### src/rtl/ioctl_pkg.sv
// Shared types for the ioctl download bridge: FSM states, FIFO entry layout, host address width.
package ioctl_pkg;
    localparam int IOCTL_ADDR_W = 25;
    localparam int DN_ADDR_W    = 14;

    typedef enum logic [1:0] {
        S_IDLE,
        S_LOAD,
        S_DRAIN,
        S_DONE
    } dn_state_e;

    // Entry layout at the default downstream address width.
    typedef struct packed {
        logic [DN_ADDR_W-1:0] addr;
        logic [7:0]           data;
    } dn_ent_t;
endpackage

### src/rtl/dn_sync_fifo.sv
// Small synchronous FIFO with registered count; next-state count is exported so a
// downstream flag can be registered from it without an extra cycle of lag.
module dn_sync_fifo #(
    parameter int WIDTH = 22,
    parameter int DEPTH = 8,
    localparam int CW   = $clog2(DEPTH + 1)
) (
    input  logic             clk,
    input  logic             rst,
    input  logic             push,
    input  logic [WIDTH-1:0] wr_data,
    input  logic             pop,
    output logic [WIDTH-1:0] rd_data,
    output logic             empty,
    output logic             full,
    output logic [CW-1:0]    cnt_next
);
    localparam int PW = $clog2(DEPTH);

    logic [WIDTH-1:0] mem_q [DEPTH];
    logic [PW-1:0]    wr_ptr_q, wr_ptr_d;
    logic [PW-1:0]    rd_ptr_q, rd_ptr_d;
    logic [CW-1:0]    cnt_q, cnt_d;

    // Pointers wrap naturally because DEPTH is a power of two.
    always_comb begin
        wr_ptr_d = wr_ptr_q + PW'(push);
        rd_ptr_d = rd_ptr_q + PW'(pop);
        cnt_d    = cnt_q + CW'(push) - CW'(pop);
    end

    always_ff @(posedge clk or posedge rst) begin
        if (rst) begin
            wr_ptr_q <= '0;
            rd_ptr_q <= '0;
            cnt_q    <= '0;
        end else begin
            wr_ptr_q <= wr_ptr_d;
            rd_ptr_q <= rd_ptr_d;
            cnt_q    <= cnt_d;
        end
    end

    // Push into a full FIFO with a same-cycle pop overwrites the slot being read out this cycle.
    always_ff @(posedge clk) begin
        if (push) mem_q[wr_ptr_q] <= wr_data;
    end

    assign rd_data  = mem_q[rd_ptr_q];
    assign empty    = (cnt_q == '0);
    assign full     = (cnt_q == CW'(DEPTH));
    assign cnt_next = cnt_d;
endmodule

### src/rtl/ioctl_dn_bridge.sv
// Converts the host ioctl byte stream into a paced downstream write bus, holding the
// system in reset (dn_busy) for the whole load session.
module ioctl_dn_bridge
    import ioctl_pkg::*;
#(
    parameter int ADDR_W      = 14,
    parameter int DEPTH       = 8,
    parameter int WAIT_THRESH = DEPTH - 2,
    parameter int WR_GAP      = 1
) (
    input  logic                    clk_sys,
    input  logic                    reset,
    input  logic                    ioctl_download,
    input  logic                    ioctl_wr,
    input  logic [IOCTL_ADDR_W-1:0] ioctl_addr,
    input  logic [7:0]              ioctl_dout,
    input  logic [7:0]              ioctl_index,
    output logic                    ioctl_wait,
    output logic [ADDR_W-1:0]       dn_addr,
    output logic [7:0]              dn_data,
    output logic                    dn_wr,
    output logic [7:0]              dn_index,
    output logic                    dn_busy,
    output logic                    dn_done,
    output logic                    ovf_err,
    output logic                    rng_err
);
    localparam int CW = $clog2(DEPTH + 1);
    localparam int GW = (WR_GAP < 1) ? 1 : $clog2(WR_GAP + 1);

    typedef struct packed {
        logic [ADDR_W-1:0] addr;
        logic [7:0]        data;
    } ent_t;

    dn_state_e         state_q, state_d;
    logic              dl_q, pend_q, pend_d;
    logic [GW-1:0]     gap_q, gap_d;
    logic              wait_q, wait_d;
    logic              wr_q, wr_d;
    logic [ADDR_W-1:0] addr_q, addr_d;
    logic [7:0]        data_q, data_d;
    logic [7:0]        index_q, index_d;
    logic              ovf_q, ovf_d;
    logic              rng_q, rng_d;

    logic              fifo_empty, fifo_full, push, pop, host_wr, in_rng, rise;
    logic [CW-1:0]     cnt_next;
    ent_t              head, push_ent;

    assign rise     = ioctl_download && !dl_q;
    assign host_wr  = ioctl_download && ioctl_wr && (state_q == S_LOAD);
    assign in_rng   = (ioctl_addr[IOCTL_ADDR_W-1:ADDR_W] == '0);
    assign pop      = !fifo_empty && (gap_q == '0) && (state_q == S_LOAD || state_q == S_DRAIN);
    assign push     = host_wr && in_rng && (!fifo_full || pop);
    assign push_ent = '{addr: ioctl_addr[ADDR_W-1:0], data: ioctl_dout};

    dn_sync_fifo #(.WIDTH($bits(ent_t)), .DEPTH(DEPTH)) u_fifo (
        .clk      (clk_sys),
        .rst      (reset),
        .push     (push),
        .wr_data  (push_ent),
        .pop      (pop),
        .rd_data  (head),
        .empty    (fifo_empty),
        .full     (fifo_full),
        .cnt_next (cnt_next)
    );

    always_comb begin
        state_d = state_q;
        pend_d  = pend_q;
        gap_d   = (gap_q != '0) ? gap_q - 1'b1 : gap_q;
        wr_d    = 1'b0;
        addr_d  = addr_q;
        data_d  = data_q;
        index_d = index_q;
        ovf_d   = ovf_q | (host_wr && in_rng && fifo_full && !pop);
        rng_d   = rng_q | (host_wr && !in_rng);

        if (pop) begin
            wr_d   = 1'b1;
            addr_d = head.addr;
            data_d = head.data;
            gap_d  = GW'(WR_GAP);
        end

        unique case (state_q)
            S_IDLE: begin
                if (rise || pend_q) begin
                    state_d = S_LOAD;
                    pend_d  = 1'b0;
                    index_d = ioctl_index;
                    ovf_d   = 1'b0;
                    rng_d   = 1'b0;
                end
            end
            // Level test: also leaves LOAD if the host dropped download again while a restart was pending.
            S_LOAD: if (!ioctl_download) state_d = S_DRAIN;
            S_DRAIN: begin
                if (rise) pend_d = 1'b1;
                if (fifo_empty && gap_q == '0 && !wr_q) state_d = S_DONE;
            end
            S_DONE: begin
                if (rise) pend_d = 1'b1;
                state_d = S_IDLE;
            end
            default: state_d = S_IDLE;
        endcase

        wait_d = (cnt_next >= CW'(WAIT_THRESH)) || state_d == S_DRAIN || state_d == S_DONE;
    end

    always_ff @(posedge clk_sys or posedge reset) begin
        if (reset) begin
            state_q <= S_IDLE;
            dl_q    <= 1'b0;
            pend_q  <= 1'b0;
            gap_q   <= '0;
            wait_q  <= 1'b0;
            wr_q    <= 1'b0;
            addr_q  <= '0;
            data_q  <= '0;
            index_q <= '0;
            ovf_q   <= 1'b0;
            rng_q   <= 1'b0;
        end else begin
            state_q <= state_d;
            dl_q    <= ioctl_download;
            pend_q  <= pend_d;
            gap_q   <= gap_d;
            wait_q  <= wait_d;
            wr_q    <= wr_d;
            addr_q  <= addr_d;
            data_q  <= data_d;
            index_q <= index_d;
            ovf_q   <= ovf_d;
            rng_q   <= rng_d;
        end
    end

    assign ioctl_wait = wait_q;
    assign dn_addr    = addr_q;
    assign dn_data    = data_q;
    assign dn_wr      = wr_q;
    assign dn_index   = index_q;
    assign dn_busy    = (state_q != S_IDLE);
    assign dn_done    = (state_q == S_DONE);
    assign ovf_err    = ovf_q;
    assign rng_err    = rng_q;
endmodule
### config.mk
export PLATFORM = sky130hd
export DESIGN_NAME = ioctl_dn_bridge
export DESIGN_NICKNAME = d
export VERILOG_FILES = /design/src/rtl/ioctl_pkg.sv /design/src/rtl/dn_sync_fifo.sv /design/src/rtl/ioctl_dn_bridge.sv
export SDC_FILE = /design/constraint.sdc
export NUM_CORES = 1
export LEC_CHECK = 0
export ABC_AREA = 1
export BUFFER_PORTS_ARGS = -buffer_cell sky130_fd_sc_hd__buf_2
export CORE_ASPECT_RATIO = 0.6
export CORE_MARGIN = 5
export CORE_UTILIZATION = 35
export DETAILED_ROUTE_END_ITERATION = 8
export SLEW_MARGIN = 20
export SYNTH_ARGS = -nofsm -noshare
export SYNTH_HDL_FRONTEND = slang
export SYNTH_HIERARCHICAL = 1
export SYNTH_SLANG_ARGS = --single-unit
### constraint.sdc
create_clock -name clk_sys -period 4.7 [get_ports clk_sys]
set_input_delay 0.47 -clock clk_sys [delete_from_list [all_inputs] [get_ports clk_sys]]
set_output_delay 0.47 -clock clk_sys [all_outputs]
set_load 0.05 [all_outputs]
After elaboration in Yosys (flattened, before gate mapping):

Memories as Yosys holds them, arrays and structs flattened. A register that Yosys moved wholly into a read port is not among the register bits.
Cells that the tools add are included.

* output and inout port bits: 36
* logic and storage cells: 77
* bits in writable memories: 176
* register bits: 27
* memories: 1
* input bits: 45

Memory list
* u_fifo.mem_q: depth 8, bits a word 22, read ports 1, clocked after Yosys merged registers in 1, wr ports 1, line dn_sync_fifo.sv:20 `logic [WIDTH-1:0] mem_q [DEPTH];`

* reduce and logical (&&, ||, !) cells: 31
* multiplexer cells: 16
* order comparisons: 1
* add/subtract/negate cells: 5
* equality and inequality tests: 8
* bitwise gates (word level): 3

Operators by type and width (count)
* logical AND 1 bit: 12
* logical NOT 11 bit: 1
* two-way mux 1 bit: 11
* equality test 2 bit, second input constant: 4
* case mux 2 bit (4 select lines): 1
* adder 3 x 1 -> 3 bit: 2
* logical NOT 1 bit: 6
* two-way mux 2 bit: 3
* logical OR 1 bit: 5
* adder 4 x 1 -> 4 bit: 1
* equality test 4 bit, second input constant: 1
* greater-or-equal comparator 4 x 3 -> 1 bit, second input constant: 1
* logical NOT 4 bit: 1
* nonzero test 2 bit: 2
* subtractor 4 x 1 -> 4 bit: 1
* AND reduction 3 bit: 1
* equality test 2 x 1 -> 1 bit, second input constant: 1
* logical NOT 2 bit: 1
* != test 2 x 1 -> 1 bit, second input constant: 1
* != test 2 bit, second input constant: 1
* OR 1 bit: 2
* case mux 1 bit (2 select lines): 1
* AND reduction 2 bit: 1
* OR reduction 2 bit: 1
* 2 further kinds: 2

Logic depth before layout (Yosys ltp):

* word-level depth: 11
* depth in mapped cells: 15
* gate-level depth less buffers: 14

Hierarchy:

Netlist, hierarchy kept.

By module, submodules not included
* dn_sync_fifo: cells each 817, instances 1, sequential area each 5535.3 µm², area an instance 8212.9 µm²
* ioctl_dn_bridge: cells each 186, instances 1, sequential area each 950.9 µm², area an instance 1622.8 µm²

Worst setup path before layout:

OpenSTA, ideal clock, no wires.

* path kind: reg-to-reg
* start: reg u_fifo.cnt_q[2]
* end: mem u_fifo.mem_q[1][0], enable pin
* stages on the path, launching flop included: 9
* library setup time: 401 ps
* setup slack: 1800 ps
* clock period less this slack: 2900 ps
* arrival: 2500 ps
* data required time: 4299 ps
* buffers on the path: 0
* path through: dfrtp_1 -> inv_1 -> ha_1 -> nor3b_1 -> nor2_2 -> a21oi_1 -> nor4_1 -> nand2_1 -> nor2_1

* cells in the longest elaborated chain, start to end: 8
* elaborated cells between the ends (all ways): 10
* classes of those cells: eq/ne (1); mux (2); reduce/logical (7)

Ends and longest elaborated chain
* start, declared: line dn_sync_fifo.sv:23 `logic [CW-1:0] cnt_q, cnt_d;`
* start signal, assigned: line dn_sync_fifo.sv:40 `cnt_q <= cnt_d;`
* logical NOT 4 bit: line dn_sync_fifo.sv:50 `assign empty = (cnt_q == '0);`
* net fifo_empty: line ioctl_dn_bridge.sv:47 `logic fifo_empty, fifo_full, push, pop, host_wr, in_rng, rise;`
* logical NOT 1 bit: line ioctl_dn_bridge.sv:54 `assign pop = !fifo_empty && (gap_q == '0) && (state_q == S_LOAD || state_q == S_DRAIN);`
* logical AND 1 bit (2 in a row): line ioctl_dn_bridge.sv:54
* logical OR 1 bit: line ioctl_dn_bridge.sv:55 `assign push = host_wr && in_rng && (!fifo_full || pop);`
* logical AND 1 bit: line ioctl_dn_bridge.sv:55
* net push: line ioctl_dn_bridge.sv:47
* two-way mux 1 bit: line dn_sync_fifo.sv:46 `if (push) mem_q[wr_ptr_q] <= wr_data;`
* two-way mux 1 bit (implied by the code): line dn_sync_fifo.sv:46
* end, declared: line dn_sync_fifo.sv:20

The timed path passes the listed nets, and every way through them passes these cells.

Worst setup path after layout:

* start: reg u_fifo.cnt_q[2]
* end: reg wait_q, in the netlist ioctl_wait

* cells in the longest elaborated chain, start to end: 11
* elaborated cells between the ends (all ways): 19
* classes of those cells: add/sub (2); order compare (1); eq/ne (3); mux (2); reduce/logical (11)

Ends and longest elaborated chain
* logical NOT 4 bit *: line dn_sync_fifo.sv:50
* net fifo_empty: line ioctl_dn_bridge.sv:47
* logical NOT 1 bit *: line ioctl_dn_bridge.sv:54
* logical AND 1 bit * (2 in a row): line ioctl_dn_bridge.sv:54
* logical OR 1 bit: line ioctl_dn_bridge.sv:55
* logical AND 1 bit: line ioctl_dn_bridge.sv:55
* adder 4 x 1 -> 4 bit: line dn_sync_fifo.sv:29 `cnt_d = cnt_q + CW'(push) - CW'(pop);`
* subtractor 4 x 1 -> 4 bit *: line dn_sync_fifo.sv:29
* net cnt_next[2]: line ioctl_dn_bridge.sv:48 `logic [CW-1:0] cnt_next;`
* greater-or-equal comparator 4 x 3 -> 1 bit *: line ioctl_dn_bridge.sv:111 `wait_d = (cnt_next >= CW'(WAIT_THRESH)) || state_d == S_DRAIN || state_d == S_DONE;`
* logical OR 1 bit * (2 in a row): line ioctl_dn_bridge.sv:111
* net wait_d: line ioctl_dn_bridge.sv:39 `logic wait_q, wait_d;`
* end signal, assigned: line ioctl_dn_bridge.sv:132 `wait_q <= wait_d;`
* end, declared: line ioctl_dn_bridge.sv:39

Mark *: on every way through the listed nets, which the timed path passes. The rest lies on a longest branch.
A chain may end at the register's enable or synchronous reset.

==> metrics <==
status=complete, no violations; die height=140 um; Max-cap violations=0; WL per Instance=between 15 and 20 um; R2R Setup Slk=around 1.6 ns; CTS Sinks=224; largest net degree at the start of global routing=90; Netlist cell types=28; Synth area leaders=edfxtp_1 54%, nand2_1 15%, dfrtp_1 12%; Worst Hold Path EP=dl_q; hpwl dp=~14000 um; Rows=47; crit end category=flop; Total Routed Length=approximately 23000 um; Core Footprint=27600 um^2; count leader, synth=nand2_1; final setup fails=0; register area share after synthesis=0.659; layout cells sized above 1=0.126; initial antenna violation count=0; Reg-to-Reg End=ioctl_wait; share of Yosys cell area claimed by the top area cell type=0.537; fin crit period=3.09 ns; Starting Density=0.356; CTS Root Cell=clkbuf_16; top cells by count, synth=392 x nand2_1, 199 x inv_1, 176 x edfxtp_1; First-pass DRT Iterations=5; WHS=0.113 ns; GPL Wtd Cong=0.804; EDFF count, synth=between 150 and 200; 1st-iter DRT viols=489; fmax=0.324 GHz; Async SR Flop Fraction=0.214; # DRC=0; Setup crit start kind=flop; total grt overflow=0; worst vdd ir=0.396 mV; Final period util=0.657; # port buffers=80; Mapped Nets=1064; RSZ-0062 raised after global routing=no; Filler cells=2700; post-cts sizing count=0; Pwr per Cell Area=598 nW/um^2; Area Overhead vs Synth=14.0%; RR Startpoint=u_fifo/cnt_q[2]; slew margin rel.=0.313; insertion delay to the later sink of the worst-skew pair=0.50 ns; vias in the first global route=6528; Reg clk slew, reported paths=around 0.070 ns; Static Leakage=0.00536 uW; TritonCTS clock tree=yes; vias per inst=~4.5; Worst EP arrival=3.47 ns; chip width=around 230 um; Final Hold Viols=0; total CTS buffers=21; Vias=~6500; nets=around 1100; num ports=81; Crit Path Class=flop to flop; Hold Crit Class=primary input to flop; R2R cell count=13; Synth Instances=1003; Post-CTS Hold Fix Bufs=1; diode count=0; final setup TNS=0 ns; Post-Place Worst Slack=between 1.5 and 2 ns; Worst Slack Setup Final=1.61 ns; hold path start=ioctl_download; Setup Fix Bufs, Post-CTS=0; Final Util=0.406; Req. time, crit path=just over 5 ns; main flop type after synthesis=edfxtp_1; Layout Skew=0.00925 ns; Antenna Nets Post-Route=0; hold path depth=1; deepest clock path buffer count=3; H-tree depth=1; max-slew violations=0; Ys Warns=6; Worst Tran Pin Value=between 1 and 1.5 ns; first-pass GRT wire length=about 37000 um; Netlist Area Pre-Place=9840 um^2; Max FO, Critical Path=23; Yosys reg bits=~220; total power=6710 uW; largest area contributor in the netlist=edfxtp_1; global-route usage over all layers=0.149; Avg Cell Area, Syn=a little under 10 um^2; DIE AREA=31700 um^2
cell usage in the layout (no fill, tap or decap), types with 5 or more instances in the layout:
| cell type | count |
|---|---|
| nand2_1 | 392 |
| inv_1 | 198 |
| edfxtp_1 | 176 |
| nand3_1 | 89 |
| buf_2 | 80 |
| dfrtp_1 | 47 |
| clkbuf_16 | 21 |
| ha_1 | 15 |
| buf_4 | 13 |
| clkbuf_1 | 11 |
| nor2_2 | 8 |
| nor2_1 | 8 |
| o21ai_0 | 5 |
| a21oi_1 | 5 |
layout make-up:
class,count,area (um^2),share of cell area
sequential,224,6490,0.579
multi-input combinational,538,2380,0.213
inverter,204,771,0.0687
clock buffer,34,588,0.0524
timing repair buffer,94,508,0.0453
tap,367,459,0.0410
clock inverter,3,16.3,0.00145
critical path: stages (launching register included):
cell,delay [ns]
dfrtp_1,0.36
inv_1,0.11
ha_1,0.16
nor3b_1,0.34
nor2_2,0.08
nand2_2,0.44
clkinv_2,0.13
ha_1,0.31
inv_1,0.04
ha_1,0.20
fa_1,0.38
xor2_1,0.18
a21oi_1,0.16
nand2_1,0.07
metrics by stage:
step | instance area, um^2 | std cells
finish | 11200 | 1464
global route | 11200 | 1464
CTS | 11200 | 1464
detailed placement | 10600 | 1426
global placement | 10600 | 1426
floorplan | 9840 | 1003
where the power goes:
| part | internal (uW) | total, uW | switching (uW) |
|---|---|---|---|
| Combinational | 701 | 2690 | 1990 |
| Clock | 857 | 1570 | 713 |
| Sequential | 2340 | 2450 | 116 |
| Total | 3890 | 6710 | 2820 |
flip-flops by register name, summed over array words and instances, names as in the netlist:
| name | flops |
|---|---|
| u_fifo/wr_ptr_q | 3 |
| u_fifo/rd_ptr_q | 3 |
| dl_q | 1 |
| dn_addr | 14 |
| ioctl_wait | 1 |
| pend_q | 1 |
| rng_err | 1 |
| dn_index | 8 |
| state_q | 2 |
| u_fifo/mem_q | 176 |
| ovf_err | 1 |
| gap_q | 1 |
| u_fifo/cnt_q | 4 |
| dn_data | 8 |
per-layer routing:
layer,up-vias,track usage,routed length (um)
met5,-,0,0
met4,0,0.0291,401
met3,35,0.0276,1090
met2,146,0.221,9910
met1,3079,0.230,11600
li1,3265,-,-
worst max path at each step:
stage,from,end,depth (start not counted)
floorplan,u_fifo/cnt_q[2],u_fifo/mem_q[1][0],8
global placement,u_fifo/cnt_q[2],ioctl_wait,13
detailed placement,u_fifo/cnt_q[2],ioctl_wait,13
CTS,u_fifo/cnt_q[2],ioctl_wait,13
global route,u_fifo/cnt_q[2],ioctl_wait,13
finish,u_fifo/cnt_q[2],ioctl_wait,13
cells by family (layout without fill, tap and decap cells):
| group | after synthesis | count (layout) | synth area share |
|---|---|---|---|
| flops | 224 | 224 | 0.659 |
| buf+inv | 241 | 335 | 0.101 |
| xor+xnor | 4 | 4 | 0.00356 |
| simple gates | 506 | 506 | 0.207 |
| compound gates | 12 | 12 | 0.00789 |
| fa+ha+maj | 16 | 16 | 0.0211 |
Power figures use the tool's default switching activity.
